<file path="src/rtl/ysyx_210184_lsu_stage.sv">
// ysyx_210184_lsu_stage: memory stage between EX and WB; one load/store at a time on a valid/ready bus
// Ports: clk/rst (async, active-high); ex_* instruction from EX (held while stall);
// dmem_req_*/dmem_rsp_* data bus; stall/flush/redirect_pc pipeline control;
// wb_* registered write-back payload; exc_* registered misaligned-access exception.
// Optional: YSYX_210184_MISALIGN_EXC_EN raises exceptions on misaligned accesses
// instead of forcing natural alignment.
module ysyx_210184_lsu_stage #(
  parameter int XLEN = 64,
  parameter int RD_W = 5
) (
  input  logic                 clk,
  input  logic                 rst,
  input  logic                 ex_valid,
  input  logic [XLEN-1:0]      ex_result,
  input  logic [RD_W-1:0]      ex_rd,
  input  logic                 ex_wen,
  input  logic                 ex_load,
  input  logic                 ex_store,
  input  logic [1:0]           ex_size,
  input  logic                 ex_unsigned,
  input  logic [XLEN-1:0]      ex_wdata,
  input  logic                 ex_csr,
  input  logic [XLEN-1:0]      ex_csr_rdata,
  input  logic                 ex_jump,
  input  logic                 ex_trap,
  input  logic                 ex_mret,
  input  logic                 intr_pending,
  input  logic [XLEN-1:0]      csr_mtvec,
  input  logic [XLEN-1:0]      csr_mepc,
  output logic                 dmem_req_valid,
  input  logic                 dmem_req_ready,
  output logic                 dmem_req_wen,
  output logic [XLEN-1:0]      dmem_req_addr,
  output logic [1:0]           dmem_req_size,
  output logic [XLEN-1:0]      dmem_req_wdata,
  output logic [XLEN/8-1:0]    dmem_req_wstrb,
  input  logic                 dmem_rsp_valid,
  input  logic [XLEN-1:0]      dmem_rsp_rdata,
  output logic                 stall,
  output logic                 flush,
  output logic [XLEN-1:0]      redirect_pc,
  output logic                 wb_valid,
  output logic                 wb_wen,
  output logic [RD_W-1:0]      wb_rd,
  output logic [XLEN-1:0]      wb_data,
  output logic                 exc_valid,
  output logic [3:0]           exc_cause,
  output logic [XLEN-1:0]      exc_tval
);
  localparam int NB = XLEN / 8;
  localparam int LB = $clog2(NB);
  localparam logic [1:0] SZ_MAX = 2'(LB);
  typedef enum logic [1:0] {IDLE, REQ, WAIT} state_t;
  state_t r_state, w_next;
  logic [XLEN-1:0] r_addr, r_wdata;
  logic [1:0] r_size;
  logic r_wen;
  logic [NB-1:0] r_wstrb, w_bmask;
  logic w_idle, w_mem, w_mis, w_go, w_alu, w_done, w_sign;
  logic [2:0] w_lo;
  logic [XLEN-1:0] w_addr, w_sh, w_mask, w_ld, w_res;
  assign w_idle = r_state == IDLE;
  assign w_mem  = ex_valid & (ex_load | ex_store);
  assign w_lo   = 3'((4'd1 << ex_size) - 4'd1);
`ifdef YSYX_210184_MISALIGN_EXC_EN
  assign w_mis  = w_mem & |(ex_result[2:0] & w_lo);
  assign w_addr = ex_result;
`else
  assign w_mis  = 1'b0;
  assign w_addr = {ex_result[XLEN-1:3], ex_result[2:0] & ~w_lo};
`endif
  // an interrupt kills the presented instruction, so nothing issues or retires with it
  assign w_go   = w_idle & w_mem & ~w_mis & ~intr_pending;
  assign w_alu  = w_idle & ex_valid & ~(ex_load | ex_store) & ~intr_pending;
  assign w_done = ((r_state == REQ & dmem_req_ready) | r_state == WAIT) & dmem_rsp_valid;
  assign w_bmask = ex_size >= SZ_MAX ? '1 : (NB'(1) << (4'd1 << ex_size)) - NB'(1);
  assign w_sh   = dmem_rsp_rdata >> {r_addr[LB-1:0], 3'b000};
  assign w_mask = r_size >= SZ_MAX ? '1 : (XLEN'(1) << (7'd8 << r_size)) - XLEN'(1);
  // top bit of the access-sized field is the sign bit
  assign w_sign = |(w_sh & w_mask & ~(w_mask >> 1));
  assign w_ld   = (w_sh & w_mask) | ((~ex_unsigned & w_sign) ? ~w_mask : '0);
  assign w_res  = ex_load ? w_ld : ex_csr ? ex_csr_rdata : ex_result;
  assign dmem_req_valid = r_state == REQ;
  assign dmem_req_wen   = r_wen;
  assign dmem_req_addr  = r_addr;
  assign dmem_req_size  = r_size;
  assign dmem_req_wdata = r_wdata;
  assign dmem_req_wstrb = r_wstrb;
  always_ff @(posedge clk or posedge rst)
    if (rst) r_state <= IDLE;
    else r_state <= w_next;
  always_comb begin
    w_next = w_go ? REQ :
             (r_state == REQ & dmem_req_ready) ? (dmem_rsp_valid ? IDLE : WAIT) :
             (r_state == WAIT & dmem_rsp_valid) ? IDLE : r_state;
    stall = w_go | r_state == REQ | (r_state == WAIT & ~dmem_rsp_valid);
    flush = w_idle & ex_valid & (intr_pending | w_mis | ex_trap | ex_mret | ex_jump);
    redirect_pc = (intr_pending | w_mis | ex_trap) ? csr_mtvec : ex_mret ? csr_mepc : ex_result;
  end
  always_ff @(posedge clk or posedge rst)
    if (rst) begin
      r_addr   <= '0;
      r_size   <= '0;
      r_wen    <= 1'b0;
      r_wdata  <= '0;
      r_wstrb  <= '0;
      wb_valid <= 1'b0;
      wb_wen   <= 1'b0;
      wb_rd    <= '0;
      wb_data  <= '0;
    end else begin
      if (w_go) begin
        r_addr  <= w_addr;
        r_size  <= ex_size;
        r_wen   <= ex_store;
        r_wdata <= ex_wdata << {w_addr[LB-1:0], 3'b000};
        r_wstrb <= w_bmask << w_addr[LB-1:0];
      end
      wb_valid <= w_alu | w_done;
      if (w_alu | w_done) begin
        wb_wen  <= ex_wen & ~ex_store;
        wb_rd   <= ex_rd;
        wb_data <= w_res;
      end
    end
`ifdef YSYX_210184_MISALIGN_EXC_EN
  always_ff @(posedge clk or posedge rst)
    if (rst) begin
      exc_valid <= 1'b0;
      exc_cause <= '0;
      exc_tval  <= '0;
    end else begin
      exc_valid <= w_idle & w_mis & ~intr_pending;
      if (w_idle & w_mis & ~intr_pending) begin
        exc_cause <= ex_store ? 4'd6 : 4'd4;
        exc_tval  <= ex_result;
      end
    end
`else
  assign exc_valid = 1'b0;
  assign exc_cause = '0;
  assign exc_tval  = '0;
`endif
endmodule

</file>
<file path="config.mk">
export PLATFORM = sky130hd
export DESIGN_NAME = ysyx_210184_lsu_stage
export DESIGN_NICKNAME = d
export VERILOG_FILES = /design/src/rtl/ysyx_210184_lsu_stage.sv
export SDC_FILE = /design/constraint.sdc
export NUM_CORES = 1
export LEC_CHECK = 0
export ABC_CLOCK_PERIOD_IN_PS = 15000
export BUFFER_PORTS_ARGS = -buffer_cell sky130_fd_sc_hd__buf_2
export CORE_AREA = 5 5 287 289
export CTS_CLUSTER_DIAMETER = 120
export DETAILED_ROUTE_END_ITERATION = 10
export DIE_AREA = 0 0 292 294
export SETUP_SLACK_MARGIN = 0.05
export SLEW_MARGIN = 20
export SYNTH_ARGS = -nofsm -noshare
export SYNTH_HDL_FRONTEND = slang
export SYNTH_SLANG_ARGS = --single-unit
</file>
<file path="constraint.sdc">
create_clock -name clk -period 15 [get_ports clk]
set_input_delay 0.75 -clock clk [delete_from_list [all_inputs] [get_ports clk]]
set_output_delay 0.75 -clock clk [all_outputs]
set_load 0.01 [all_outputs]
</file>
After elaboration in Yosys (flattened, before gate mapping)
Cells that the tools add are included.
{ "totals": {"register_bits": 212, "latchBits": 0, "ram_bits": 0, "mem_bits_ro": 0, "in_bits": 405, "out_inout_bits": 346, "n_memories": 0} }
{ "classes": {"add_sub_neg": 3, "n_mul": 0, "n_div": 0, "magnitude_cmp": 2, "n_eq_ne": 2, "n_shift": 7, "n_mux": 11, "bitwise_logic": 33, "n_reduce_logical": 3} }
{ "ops": {"columns": ["operator", "count"], "rows": [
  ["two-way mux 64 bit", 6],
  ["bitwise AND 64 bit", 2],
  ["inverter 63 -> 64 bit", 1],
  ["inverter 64 bit", 1],
  ["OR 64 bit", 1],
  ["OR reduction 64 bit", 1],
  ["left shift 1 x 7 -> 64 bit (first input constant)", 1],
  ["left shift 64 x 6 -> 64 bit", 1],
  [">> shifter 64 x 6 -> 64 bit", 1],
  ["subtractor 64 x 1 -> 64 bit (second input constant)", 1],
  ["bitwise AND 1 bit", 13],
  ["two-way mux 2 bit", 4],
  ["two-way mux 8 bit", 1],
  ["OR 1 bit", 8],
  ["left shift 1 x 4 -> 8 bit (first input constant)", 1],
  ["left shift 8 x 3 -> 8 bit", 1],
  ["subtractor 8 x 1 -> 8 bit (second input constant)", 1],
  ["left shift 4 x 2 -> 7 bit (first input constant)", 1],
  ["inverter 1 bit", 5],
  [">= comparator 2 bit (second input constant)", 2],
  ["left shift 1 x 2 -> 4 bit (first input constant)", 1],
  ["bitwise AND 3 bit", 1],
  ["inverter 3 bit", 1],
  ["nonzero test 3 bit", 1],
  ["other kinds (4)", 4]
]} }

Depth between registers and ports, before layout
{ "logic_depth": {"ltp_word": 11, "depth_mapped": 10, "ltp_nobuf": 7} }

Worst setup path before layout
OpenSTA, ideal clock, no wires.
{ "synth_timing": {"path_type": "in2out", "startpoint": "in ex_mret", "endpoint": "out redirect_pc[0]", "arrival_ns": 1.980, "required_time_ns": 14.250, "path_slack_ns": 12.270, "path_stages": 4, "n_path_buf": 2, "cell_sequence": "clkbuf_1 buf_1 mux2i_1 o21ai_0"} }
{ "synth_between": {"elab_chain_cells": 2} }
{ "synth_rtl": {"columns": ["item", "line_no", "rtl"], "rows": [
  ["from (decl)", "26", "input logic ex_mret,"],
  ["two-way mux 64 bit (2 in a row)", "98", "redirect_pc = (intr_pending | w_mis | ex_trap) ? csr_mtvec : ex_mret ? csr_mepc : ex_result;"],
  ["to (decl)", "41", "output logic [XLEN-1:0] redirect_pc,"]
]} }
Every way passes these cells.

Worst setup path in the final report
{ "layout_timing": {"startpoint": "in ex_mret", "endpoint": "out redirect_pc[31]"} }
Same word-level chain as after synthesis.

==> flow_summary.yaml <==
cells_and_area:
  final_core_util_pct: 24.54
  finalNonFillerCells: 3402
  final_area_mm2: 0.01954
  drive_above_1_share_pct: 36.50
  mostFrequentLayoutCell: "buf_2"
  final_cell_mix: "678 x buf_2, 458 x nand2_1, 209 x dfrtp_1"
  nets: 2720
  area_growth_pct: 35.76
global_routing:
  grt-busiest-layer: "met2"
  grt_max_degree: 94
  grt_pass1_vias: 15340
  grt_usage_pct: 18.83
  met2_usage_pct: 31.66
  overflow: 0
  grt_pass1_wl_um: 118100
  grtUsageMet1_pct: 24.06
  grt_use_met3_pct: 4.875
  antenna_found_initial: 27
power:
  p_leak_nw: 9.519
  power.density_mw_per_mm2: 151.6
  ir_drop_v: 0.00007558
yosys:
  ys_warn_count: 0
  synth_ff_type: "dfrtp_1"
  synth_seq_cells: 212
  syn_area_mm2: 0.01439
  avgSynthCellArea_um2: 8.387
  synth_top_area_cell: "dfrtp_1"
  yosysSeqAreaShare_pct: 36.86
  yosys-top-cells-area: "dfrtp_1 37%, nand2_1 12%, mux2i_1 9.5%"
  synth_top_area_share_pct: 36.86
  postSynthCellCount: 1716
  synth-async-reset-ratio_pct: 100.0
  yosysUniqueCellTypes: 61
  synth_edf_count: 0
floorplanning:
  die_h_um: 294
  die_x_um: 292
  dieArea_mm2: 0.08585
  io_pins: 751
  core_area_mm2: 0.07964
  num_rows: 104
  initial_core_util_pct: 18.07
worst_setup_path:
  worstPathBufferInverterCount: 4
  path_cells: "buf_4 -> buf_4 -> buf_4 -> mux2i_1 -> o21ai_0 -> buf_2"
  cpPeakStageDelay_ps: 650
  crit_arrival_ps: 2970
  slowest_stage: "buf_4"
  worst_ep_required_time_ps: 14250
  worst_setup_path_end_kind: "output pin"
  criticalPathCategory: "input pin to output pin"
  crit_family: "buffers and inverters"
  worstSetupStartpointType: "input pin"
  crit_path_frequent_cell: "buf_4"
  path_max_fanout: 34
clock_network:
  post_cts_buffers: 0
  clock_path_buffers: 3
  worstSkewPairLatency_ps: 580
  clock-sinks: 212
  numCtsBuffers: 29
  h-tree-depth: 1
  cts_tree: "yes"
  cts-root-buf: "clkbuf_16"
  cts_resized: 0
  hold_buffers: 0
  cts.reportedPaths.clkPinSlew_ps: 60
sta:
  skew_ps: 20.54
  fmax_mhz: 268.8
  hold_viol: 0
  slew-limit-headroom_pct: 17.79
  rsz0062_at_grt: "false"
  period_minus_slack_ps: 3721
  period_share_pct: 24.81
  setup_tns_ps: 0
  finalSetupViolCount: 0
  worst_pin_slew_ps: 1223
  drv_slew: 0
place:
  dp.cells: 3344
  place_congestion: 0.9200
  dpl_cell_area_mm2: 0.01854
  io_buffers: 681
  post-dp-hpwl_um: 69800
routing:
  routed_via_density: 4.565
  wl_per_cell_um: 25.42
  first_pass_iters: 6
  ant_nets: 0
  num_vias: 15530
  drc: 0
  drt_iter0_drc: 1216
  wl_um: 86470
status:
  status: "finished, final reports clean"
min_path:
  hold_path.class: "input pin to async pin"
flow_run:
  drv_cap: 0
==> per-layer routing <==
metal	routed length [um]	vias up
li1	-	7114
met1	35050	7440
met2	40980	826
met3	7714	133
met4	2622	16
met5	102	-
==> state kept, by name, indices dropped and copies added, names as in the netlist <==
register	count
dmem_req_addr	64
wb_rd	5
dmem_req_wdata	64
r_state	2
wb_data	64
wb_wen	1
dmem_req_wen	1
dmem_req_wstrb	8
wb_valid	1
dmem_req_size	2
==> cells by family (layout without fill, tap and decap cells) <==
group           count (synthesis)  in the layout  synth area share (%)
other cells                     1             77               0.02606
simple gates                  696            696                 21.16
buf+inv                       227            777                 8.302
flops                         212            212                 36.86
compound gates                412            412                 20.73
mux                           168            168                 12.92
==> cell type report <==
| cell class | count | area (um^2) |
|---|---|---|
| fill | 8913 | 60100 |
| sequential | 212 | 5309 |
| clock inverter | 11 | 165.2 |
| timing repair buffer | 714 | 3664 |
| inverter | 13 | 56.30 |
| multi-input combinational | 1345 | 8187 |
| clock buffer | 39 | 813.3 |
| tap | 1060 | 1326 |
| antenna | 8 | 20.02 |
==> worst reg2reg max path, cell delays in order, from the launching register on <==
cell and delay, ps:
dfrtp_1 460, nor4b_2 580, nor2b_4 920, buf_4 630
nand3_1 550, o21ai_0 330
==> power by group <==
group | internal [W] | switching, W | leakage [nW]
clock network | 0.000445 | 0.000288 | 0.486
logic | 0.000471 | 0.000814 | 6.45
registers | 0.000802 | 0.000143 | 2.58
==> final timing paths <==
path / start / end / slack [ps] / cells past startpoint
max: ex_mret / redirect_pc[31] / 11280 / 6
min: rst / dmem_req_wdata[6] / 290 / 2
max reg2reg: r_state[1] / dmem_req_wdata[15] / 11440 / 5
min reg2reg: dmem_req_addr[42] / dmem_req_addr[42] / 470 / 2
max in group asynchronous: rst / dmem_req_addr[2] / 13090 / 3
min in group clk: ex_rd[0] / wb_rd[0] / 380 / 3
==> metrics by stage <==
| stage | hold slack (ps) | total power, W | setup WS [ps] |
|---|---|---|---|
| after floorplan | 507.0 | 0.001606 | 8456 |
| after global placement | 454.7 | 0.002244 | 10980 |
| after detailed placement | 456.9 | 0.002254 | 10840 |
| after CTS | 317.6 | 0.003009 | 11190 |
| after global routing | 321.5 | 0.003138 | 11140 |
| final | 291.7 | 0.002963 | 11280 |
==> synthesized netlist by cell type, drive strengths merged, types with 17 or more instances <==
master / number
nand2: 458
dfrtp: 212
mux2i: 137
o21ai: 136
buf: 110
clkbuf: 104
a211oi: 88
nor2: 87
nor2b: 79
a2111oi: 56
a21oi: 44
and3: 26
a22o: 24
mux2: 19
a31oi: 17
Note: power is estimated with default switching activity, not from simulation.
